File: config.mk
export PLATFORM = sky130hd
export DESIGN_NAME = tdes_result_buffer
export DESIGN_NICKNAME = d
export VERILOG_FILES = /design/src/rtl/tdes_pkg.sv /design/src/rtl/tdes_result_buffer.sv
export SDC_FILE = /design/constraint.sdc
export NUM_CORES = 1
export LEC_CHECK = 0
export CAP_MARGIN = 10
export CELL_PAD_IN_SITES_DETAIL_PLACEMENT = 2
export CELL_PAD_IN_SITES_GLOBAL_PLACEMENT = 2
export CORE_MARGIN = 2
export CORE_UTILIZATION = 42
export DETAILED_ROUTE_END_ITERATION = 16
export HOLD_SLACK_MARGIN = 0.03
export PLACE_DENSITY_LB_ADDON = 0.25
export SYNTH_ARGS = -nofsm -noshare
export SYNTH_HDL_FRONTEND = slang
export SYNTH_SLANG_ARGS = --single-unit
File: constraint.sdc
create_clock -name HCLK -period 8.6 [get_ports HCLK]
set_input_delay 1.72 -clock HCLK [delete_from_list [all_inputs] [get_ports HCLK]]
set_output_delay 1.72 -clock HCLK [all_outputs]
set_load 0.005 [all_outputs]
File: src/rtl/tdes_pkg.sv
// Shared Triple-DES types and constants used by the core, the result buffer
// and the AHB-Lite slave.
package tdes_pkg;

  // DES operates on 64-bit blocks; every chunk moved around the core is one block.
  localparam int DES_BLOCK_W = 64;

  typedef logic [63:0] des_chunk_t;

  // One completed result: the chunk plus the mode it was produced in.
  typedef struct packed {
    logic       encdec;
    des_chunk_t data;
  } tdes_result_t;

  // Mode tag encoding, common to the AHB slave, the core and the buffer.
  localparam logic ENC_MODE = 1'b1;
  localparam logic DEC_MODE = 1'b0;

  // Build a result entry from a raw chunk and its mode tag.
  function automatic tdes_result_t packResult(input logic encdec, input des_chunk_t data);
    tdes_result_t res;
    res.encdec = encdec;
    res.data   = data;
    return res;
  endfunction

endpackage : tdes_pkg

File: src/rtl/tdes_result_buffer.sv
// Output-side result buffer between the Triple-DES datapath and the AHB-Lite
// read path. In-order, show-ahead FIFO of {encdec, chunk} entries with an
// occupancy count, a synchronous flush and sticky overflow/underflow flags.
// Full/empty come from the occupancy count, so pointers may simply wrap.
module tdes_result_buffer
  import tdes_pkg::*;
#(
  parameter int DEPTH  = 8,
  parameter int DATA_W = DES_BLOCK_W
) (
  input  logic                       HCLK,
  input  logic                       HRESET,
  input  logic                       in_valid,
  input  logic [DATA_W-1:0]          in_data,
  input  logic                       in_encdec,
  output logic                       in_ready,
  input  logic                       rd_pop,
  output logic [DATA_W-1:0]          rd_data,
  output logic                       rd_encdec,
  output logic                       rd_valid,
  output logic [$clog2(DEPTH):0]     count,
  input  logic                       flush,
  output logic                       overflow,
  output logic                       underflow
);

  localparam int PW = $clog2(DEPTH);
  localparam int CW = PW + 1;

  localparam logic [PW-1:0] PTR_ZERO = PW'(0);
  localparam logic [PW-1:0] PTR_ONE  = PW'(1);
  localparam logic [CW-1:0] CNT_ZERO = CW'(0);
  localparam logic [CW-1:0] CNT_ONE  = CW'(1);
  localparam logic [CW-1:0] CNT_FULL = CW'(DEPTH);

  // Storage and control state.
  tdes_result_t      mem_r [DEPTH];
  logic [PW-1:0]     wrPtr_r;
  logic [PW-1:0]     rdPtr_r;
  logic [CW-1:0]     count_r;
  logic              overflow_r;
  logic              underflow_r;

  // Decoded per-cycle events.
  logic              full_s;
  logic              empty_s;
  logic              pushEn_s;
  logic              popEn_s;
  logic              dropPush_s;
  logic              badPop_s;
  logic [CW-1:0]     countNext_s;
  tdes_result_t      headEntry_s;

  assign full_s  = (count_r == CNT_FULL);
  assign empty_s = (count_r == CNT_ZERO);

  // Decode push/pop acceptance and the error events for this cycle.
  always_comb begin
    pushEn_s   = 1'b0;
    popEn_s    = 1'b0;
    dropPush_s = 1'b0;
    badPop_s   = 1'b0;
    if (HRESET || flush) begin
      pushEn_s   = 1'b0;
      popEn_s    = 1'b0;
      dropPush_s = 1'b0;
      badPop_s   = 1'b0;
    end else begin
      // A full buffer still accepts a push when the head leaves the same cycle.
      pushEn_s   = in_valid & (~full_s | rd_pop);
      popEn_s    = rd_pop & ~empty_s;
      dropPush_s = in_valid & full_s & ~rd_pop;
      badPop_s   = rd_pop & empty_s;
    end
  end

  // Next occupancy: +1 on push only, -1 on pop only, unchanged otherwise.
  always_comb begin
    countNext_s = count_r;
    case ({pushEn_s, popEn_s})
      2'b10:   countNext_s = count_r + CNT_ONE;
      2'b01:   countNext_s = count_r - CNT_ONE;
      2'b11:   countNext_s = count_r;
      2'b00:   countNext_s = count_r;
      default: countNext_s = count_r;
    endcase
  end

  // Pointer, count and sticky flag registers; reset outranks flush.
  always_ff @(posedge HCLK) begin
    if (HRESET) begin
      wrPtr_r     <= PTR_ZERO;
      rdPtr_r     <= PTR_ZERO;
      count_r     <= CNT_ZERO;
      overflow_r  <= 1'b0;
      underflow_r <= 1'b0;
    end else if (flush) begin
      wrPtr_r     <= PTR_ZERO;
      rdPtr_r     <= PTR_ZERO;
      count_r     <= CNT_ZERO;
      overflow_r  <= 1'b0;
      underflow_r <= 1'b0;
    end else begin
      if (pushEn_s) begin
        wrPtr_r <= wrPtr_r + PTR_ONE;
      end
      if (popEn_s) begin
        rdPtr_r <= rdPtr_r + PTR_ONE;
      end
      count_r <= countNext_s;
      if (dropPush_s) begin
        overflow_r <= 1'b1;
      end
      if (badPop_s) begin
        underflow_r <= 1'b1;
      end
    end
  end

  // Entry storage; contents need no reset because count gates visibility.
  always_ff @(posedge HCLK) begin
    if (pushEn_s) begin
      mem_r[wrPtr_r] <= packResult(in_encdec, in_data);
    end
  end

  // Show-ahead head: current entry, forced to zero while the buffer is empty.
  always_comb begin
    headEntry_s = '0;
    if (empty_s) begin
      headEntry_s = '0;
    end else begin
      headEntry_s = mem_r[rdPtr_r];
    end
  end

  assign rd_data   = headEntry_s.data;
  assign rd_encdec = headEntry_s.encdec;
  assign rd_valid  = ~empty_s;
  assign in_ready  = ~full_s;
  assign count     = count_r;
  assign overflow  = overflow_r;
  assign underflow = underflow_r;

endmodule : tdes_result_buffer

==> Word level (Yosys, flattened, before mapping) <==
Memories as Yosys holds them, arrays and structs flattened. A register that Yosys moved wholly into a read port is not among the register bits.
Index checks and enable logic that the tools add are counted.
{ "classes": {"add_sub_neg": 4, "n_eq_ne": 4, "n_mux": 10, "bitwise": 9, "reduce_logical": 5} }
{ "ops": {"columns": ["operator", "n"], "rows": [
  ["65-bit 2-to-1 mux", 1],
  ["4-bit case mux with 2 select lines", 1],
  ["3-bit by 1-bit adder with 3-bit output, second input constant", 2],
  ["1-bit 2-to-1 mux", 6],
  ["3-bit 2-to-1 mux", 2],
  ["1-bit AND", 5],
  ["4-bit by 1-bit adder with 4-bit output, second input constant", 1],
  ["2-bit equality test, second input constant", 2],
  ["4-bit equality test, second input constant", 1],
  ["4-bit logical NOT", 1],
  ["2-bit OR reduction", 2],
  ["4-bit by 1-bit subtractor with 4-bit output, second input constant", 1],
  ["1-bit NOT", 3],
  ["2-bit by 1-bit equality test with 1-bit output, second input constant", 1],
  ["2-bit logical NOT", 1],
  ["1-bit logical OR", 1],
  ["1-bit bitwise OR", 1]
]} }
{ "totals": {"regBits": 12, "mem_bits_rw": 520, "inputBits": 70, "out_inout_bits": 73, "mem_count": 1} }
{ "memory_table": {"columns": ["name", "depth", "word_bits", "rd", "rd_ports_with_merged_regs", "wr", "line", "source"], "rows": [
  ["mem_r", 8, 65, 1, 1, 1, "tdes_result_buffer.sv:37", "tdes_result_t mem_r [DEPTH];"]
]} }

==> Depth between registers and ports, before layout <==
Gate-level depths: netlist (run 1).
{ "depth": {"depth_word": 7, "mapped_depth": 10, "mapped_depth_nobuf": 9} }

==> Least setup slack after synthesis (run 1) <==
OpenSTA, ideal clock, no wires.
{ "synth_timing": {"path_kind": "input to register", "from": "input port flush", "to": "memory mem_r[0][0] in the netlist's numbering (enable)", "setup_ns": 0.648, "arrival_time_ns": 8.315, "required_time_ns": 7.952, "setup_slack_ns": -0.363, "cell_stages": 4, "cell_sequence": "nor2_1 -> o211a_1 -> inv_2 -> nor4_1"} }
{ "synth_between": {"elab_chain_len": 4} }
{ "synth_rtl": {"columns": ["item", "line", "source"], "rows": [
  ["start: declaration", "tdes_result_buffer.sv:22", "input logic flush,"],
  ["1-bit logical OR", "tdes_result_buffer.sv:63", "if (HRESET || flush) begin"],
  ["1-bit 2-to-1 mux", "tdes_result_buffer.sv:63", null],
  ["1-bit 2-to-1 mux", "tdes_result_buffer.sv:122", "if (pushEn_s) begin"],
  ["1-bit 2-to-1 mux (implied by the code)", "tdes_result_buffer.sv:123", "mem_r[wrPtr_r] <= packResult(in_encdec, in_data);"],
  ["end: declaration", "tdes_result_buffer.sv:37", null]
]} }
No other way between the ends.

==> results of run 1 <==
## state kept, by name, summed over array words and instances, names as in the netlist, named ones only
signal	cells
count	4
mem_r	520
overflow	1
rdPtr_r	3
underflow	1
wrPtr_r	3
## logic make-up (layout without fill, tap and decap cells)
| family | Yosys count | after routing | synth area share |
|---|---|---|---|
| buffers and inverters | 51 | 270 | 0.0112 |
| XOR/XNOR | 7 | 7 | 0.00300 |
| AND/OR/NAND/NOR | 111 | 111 | 0.0233 |
| flip-flops | 535 | 535 | 0.780 |
| multiplexers | 198 | 198 | 0.177 |
| other | 0 | 2 | 0 |
| AO/OA/AOI/OAI | 9 | 9 | 0.00356 |
| adder cells (fa/ha/maj) | 4 | 4 | 0.00245 |
## through the flow
step	util	setup WS [ps]	instances	hold slack, ps	power, W
global route	0.511	2940	1750	507	0.00555
global placement	0.473	3650	1646	459	0.00305
CTS	0.511	3070	1749	479	0.00547
detailed placement	0.473	3480	1646	466	0.00306
finish	0.511	3270	1751	473	0.00541
floorplan	-	1410	915	460	0.00297
## power by group through the flow
| stage | clock (W) | sequential [W] | combinational [W] |
|---|---|---|---|
| after floorplan | 0 | 0.00293 | 0.0000360 |
| after global placement | 0 | 0.00293 | 0.000117 |
| after detailed placement | 0 | 0.00293 | 0.000126 |
| after CTS | 0.00247 | 0.00287 | 0.000127 |
| after global routing | 0.00254 | 0.00287 | 0.000134 |
| final | 0.00241 | 0.00287 | 0.000124 |
## cell usage after synthesis (2+ instances only)
master and instances:
ha_1 4, a21oi_1 6, dfxtp_1 15, edfxtp_1 520
buf_2 23, nand3_1 3, nor2_1 83, inv_2 2
mux2i_1 68, nor3_1 6, clkbuf_1 22, mux4_2 130
nand2b_1 4, nor4_1 3, nand2_1 5, buf_1 2
xor2_1 6
## layer usage
layer | vias to the layer above | share of wire
li1 | 4145 | -
met1 | 5267 | 0.43
met2 | 197 | 0.51
met3 | 77 | 0.037
met4 | 6 | 0.020
met5 | - | 0.00084
## worst max-delay path, stage by stage (launching register included)
cell and delay [ps]:
dfxtp_4 1000, buf_12 500, mux4_2 580, mux2i_1 250
nor2_1 70, clkdlybuf4s50_1 460
## worst paths after layout
kind / endpoint / slack, ps / cells after the start / start
setup reg to reg: mem_r[7][8] / 5140 / 5 / count[1]
hold / removal: underflow / 470 / 2 / underflow
hold reg to reg: underflow / 470 / 2 / underflow
setup / recovery: rd_data[13] / 3270 / 5 / flop
## layout by cell type (no fill, tap or decap), types with 3 or more instances in the layout
cell type and instances:
nand3_1 3, a21oi_1 6, xor2_1 6, nand2b_1 4, nor3_2 4, clkinv_2 12
clkinv_1 12, clkbuf_1 9, nor2_1 80, mux4_2 130, edfxtp_1 520, ha_1 4
dfxtp_1 12, nor2_4 3, dfxtp_4 3, mux2i_1 68, nand2_1 5, clkbuf_16 58
buf_4 21, clkdlybuf4s50_1 142, clkinvlp_4 5, bufinv_16 6
## cell type report
| cell class | count | share of cell area |
|---|---|---|
| antenna | 2 | 0.000205 |
| clock buffer | 67 | 0.0607 |
| clock inverter | 36 | 0.0139 |
| inverter | 3 | 0.000460 |
| multi-input combinational | 329 | 0.177 |
| sequential | 535 | 0.651 |
| tap | 615 | 0.0314 |
| timing repair buffer | 164 | 0.0654 |
==> results.md, run 1 <==
* Status: completed
* Fill cell count at 4125
* Flop pwr share at 0.531
* Worst slew pin tran at 1180 ps
* Vias after detailed routing at 9692
* Post-CTS Setup Repair Bufs at 0
* #FFs+latches synth at 535
* # rows at 80
* Inserted Clock Buffers at 56
* Clock sink count at 535
* Starting Density at 0.427
* Ys Warns at 0
* Sequential Area at 15900 µm²
* Logic gate share of total power at 0.023
* Area Growth Syn to Fin at 19.9%
* Initial antenna violation count at 5
* GR Util met3 at 0.0378
* Syn nets at 989
* Met1 usage at 0.271
* Buffers added on ports at 142
* Post-layout net count at 1163
* Ports at 143
* Share of layout cells above drive strength 1 at 0.222
* Yosys top cell by area: edfxtp_1
* Post-Syn Instances at 915
* TritonRoute pass-1 iters at 5
* Core area at 47800 µm²
* Avg WL per Cell at 28.4 µm
* Ys flop type: edfxtp_1
* Global route total overflow at 0
* Worst-skew pair later-pin latency at 610 ps
* Power share of the clock group at 0.446
* EDFF count, synth at 520
* Clock Tree Buf Depth at 3
* HPWL after detailed placement at 27400 µm
* RSZ-0062 raised after global routing: no
* Ranking of synthesized cells by area: edfxtp_1 77%, mux4_2 14%, mux2i_1 3.3%
* Slew Limit Fails at 0
* Root Driver: clkbuf_16
* Antenna Nets Post-Route at 0
* Sequential element share of the synthesized area at 0.780
* Placed inst area at 22600 µm²
* Switching Share at 0.199
* Top cell type's share of synthesized area at 0.765
* WP data required at 6880 ps
* Mean post-synth cell area at 22.3 µm²
* Hold Crit Class: flop to flop
* Worst Skew at 22.5 ps
* Starting DRT DRC Count at 626
* Post-Layout Inst Area at 24500 µm²
* Period utilization at 0.620
* GRT Max-Usage Layer: met2
* Yosys cell types at 30
* DR vias/cell at 5.54
* Pint at 0.00433 W
* Nature of the critical path startpoint: flop
* Die W at 224 µm
* Final TNS setup at 0 ps
* CTS clock-pin slew for the worst setup and hold paths at 60 ps
* Max Cap Viol at 0
* Post-Route WL at 49800 µm
* Final hold violations at 0
* Vias in the first global route at 11000
* Post-CTS resize count at 0
* DIE AREA at 50400 µm²
* Fmax at 188 MHz
* H-Tree Depth at 2
* Post-synth ARST share at 0
* Critical path type: flop to primary output
* Synthesized cell area at 20400 µm²
* Tot GR Track Use at 0.203
* Die Y at 224 µm
* Crit-path max FO at 64
* Power per cell area at 221 nW/µm²
* Residual DRC at 0
* CTS tree: done
* Crit end category: primary output
* Multi-input gate area at 4330 µm²
* Largest vdd supply drop at 175 µV
* Sw power at 0.00108 W
* Hold-fix buffers, CTS at 0
* Largest net degree at the start of global routing at 65
* Final weighted congestion in routability-driven placement at 0.669
* Leak at 7.38 nW
* WP data arrival at 3610 ps
* Rel. slew slack at 0.210
* Final setup vio count at 0
* Final Critical Period at 5330 ps
* First-pass GRT wire length at 74100 µm
* GRT met2 Usage at 0.349
Note: power is estimated with default switching activity, not from simulation.
==> inputs of run 2 (changes only) <==
clock period = 4.9 ns   (was 8.6 ns; I/O delays follow)
==> run 2 against run 1 <==
- sequential share of layout area decreased by 0.21 points
- worst hold slack improved by 25 ps
- critical endpoint is now rd_data[2]
- clock-buffer cell count increased by 8
- wire length increased by 6.2%
- sequential cell count unchanged
- critical path depth unchanged
- highest routed layer unchanged
==> results.md, run 2 (synthesis results as in run 1) <==
* Commonest non-fill, non-tap cell in the layout: edfxtp_1 (unchanged)
* Power per cell area at 385 nW/µm² (was 221 nW/µm²)
* Avg WL per Cell at 30.1 µm (was 28.4 µm)
* Worst min-delay path startpoint: underflow (unchanged)
* Worst R2R Setup Slack at 2110 ps (was 5140 ps)
* RSZ-0062 raised after global routing: no (unchanged)
* WP data required at 3920 ps (was 6880 ps)
* Number of flip-flops in the largest register at 520 (unchanged)
* Largest vdd supply drop at 261 µV (was 175 µV)
* H-Tree Depth at 2 (unchanged)
* Status: completed (unchanged)
* Nature of the critical path startpoint: flop (unchanged)
* Vias in the first global route at 11200 (was 11000)
* Inserted Clock Buffers at 58 (was 56)
* Post-Route WL at 52900 µm (was 49800 µm)
* Slew Limit Fails at 0 (unchanged)
* Register name with the most flops: mem_r (unchanged)
* Global route total overflow at 0 (unchanged)
* TritonRoute pass-1 iters at 4 (was 5)
* Area Growth Syn to Fin at 20.3% (was 19.9%)
* Worst-skew pair later-pin latency at 620 ps (was 610 ps)
* Largest net degree at the start of global routing at 66 (was 65)
* Worst setup margin at 760 ps (was 3270 ps)
* Tot GR Track Use at 0.217 (was 0.203)
* Final hold violations at 0 (unchanged)
* Hold Crit Class: flop to flop (unchanged)
* Worst Skew at 13.5 ps (was 22.5 ps)
* Crit end category: primary output (unchanged)
* Fmax at 242 MHz
* Core area at 47800 µm² (unchanged)
* Critical path type: flop to primary output (unchanged)
* Worst slew pin tran at 924 ps (was 1180 ps)
* Root Driver: clkbuf_16 (unchanged)
* Starting Density at 0.427 (unchanged)
* Leak at 7.40 nW (was 7.38 nW)
* Share of layout cells above drive strength 1 at 0.225 (was 0.222)
* DIE AREA at 50400 µm² (unchanged)
* Hold-fix buffers, CTS at 0 (unchanged)
* WP data arrival at 3160 ps (was 3610 ps)
* Final Critical Period at 4140 ps
* Starting DRT DRC Count at 674 (was 626)
* Die W at 224 µm (unchanged)
* Most frequent cells in the layout: 520 x edfxtp_1, 142 x clkdlybuf4s50_1, 130 x mux4_2, 80 x nor2_1, 68 x mux2i_1 (unchanged)
* Final weighted congestion in routability-driven placement at 0.663 (was 0.669)
* Rel. slew slack at 0.384 (was 0.210)
* Final setup vio count at 0 (unchanged)
* # rows at 80 (unchanged)
* DR vias/cell at 5.56 (was 5.54)
* CTS tree: done (unchanged)
* Placed instance count at 1650 (was 1646)
* Dpl ws at 1300 ps (was 3480 ps)
* Fill cell count at 4131 (was 4125)
* Non-Filler Instances at 1760 (was 1751)
* Max Cap Viol at 0 (unchanged)
* Ports at 143 (unchanged)
* Clock Tree Buf Depth at 3 (unchanged)
* CTS clock-pin slew for the worst setup and hold paths at 60 ps (about the same)
* First-pass GRT wire length at 78600 µm (was 74100 µm)
* Crit-path max FO at 24 (was 64)
* Vias after detailed routing at 9790 (was 9692)
* Antenna Nets Post-Route at 0 (unchanged)
* Worst r2r src: count[1] (unchanged)
* Initial antenna violation count at 4 (was 5)
* Period utilization at 0.845
* Post-CTS Setup Repair Bufs at 0 (unchanged)
* Post-CTS resize count at 0 (unchanged)
* HPWL after detailed placement at 29800 µm (was 27400 µm)
* Residual DRC at 0 (unchanged)
* Die Y at 224 µm (unchanged)
* Buffers added on ports at 142 (unchanged)
* Post-layout net count at 1169 (was 1163)
* Clock sink count at 535 (unchanged)
run 2: layer usage:
metal,vias up,track usage,routed length (µm)
li1,4162,-,-
met1,5269,0.288,22100
met2,277,0.372,27100
met3,80,0.0421,2660
met4,2,0.0496,1010
met5,-,0,19
run 2: path summary, 6_finish.rpt:
kind	to	cells after the start
setup reg to reg	count[3]	8
hold / removal	underflow	2
hold reg to reg	underflow	2
setup / recovery	rd_data[2]	5
run 2: per-stage QoR:
| step | hold slack (ps) | area, µm² | power [W] | setup TNS [ps] | util |
|---|---|---|---|---|---|
| floorplan | 460 | 20400 | 0.00521 | -339250 | - |
| global placement | 459 | 22800 | 0.00535 | 0 | 0.476 |
| detailed placement | 476 | 22800 | 0.00537 | 0 | 0.476 |
| CTS | 498 | 24500 | 0.00956 | 0 | 0.513 |
| global route | 508 | 24500 | 0.00972 | 0 | 0.513 |
| finish | 498 | 24500 | 0.00945 | 0 | 0.513 |
run 2: report_power, final:
| group | switching (W) | internal [W] | total [W] | leakage (nW) |
|---|---|---|---|---|
| Combinational | 0.000128 | 0.0000999 | 0.000228 | 1.72 |
| Clock | 0.00184 | 0.00234 | 0.00418 | 0.866 |
| Sequential | 0.00000887 | 0.00504 | 0.00505 | 4.81 |
| Total | 0.00197 | 0.00748 | 0.00945 | 7.40 |
run 2: layout make-up:
type,count,area (µm²),share of cell area
Sequential cell,535,15900,0.649
Multi-Input combinational cell,329,4340,0.177
Timing Repair Buffer,168,1720,0.0699
Clock buffer,75,1520,0.0617
Tap cell,615,769,0.0314
Clock inverter,33,263,0.0107
Inverter,3,11.3,0.000459
Antenna cell,2,5.00,0.000204
run 2: worst max-delay path, cell delays in order, from the launching register on:
cell,delay [ps]
dfxtp_4,620
buf_4,540
mux4_2,590
mux2i_1,210
nor2_1,70
clkdlybuf4s50_1,470
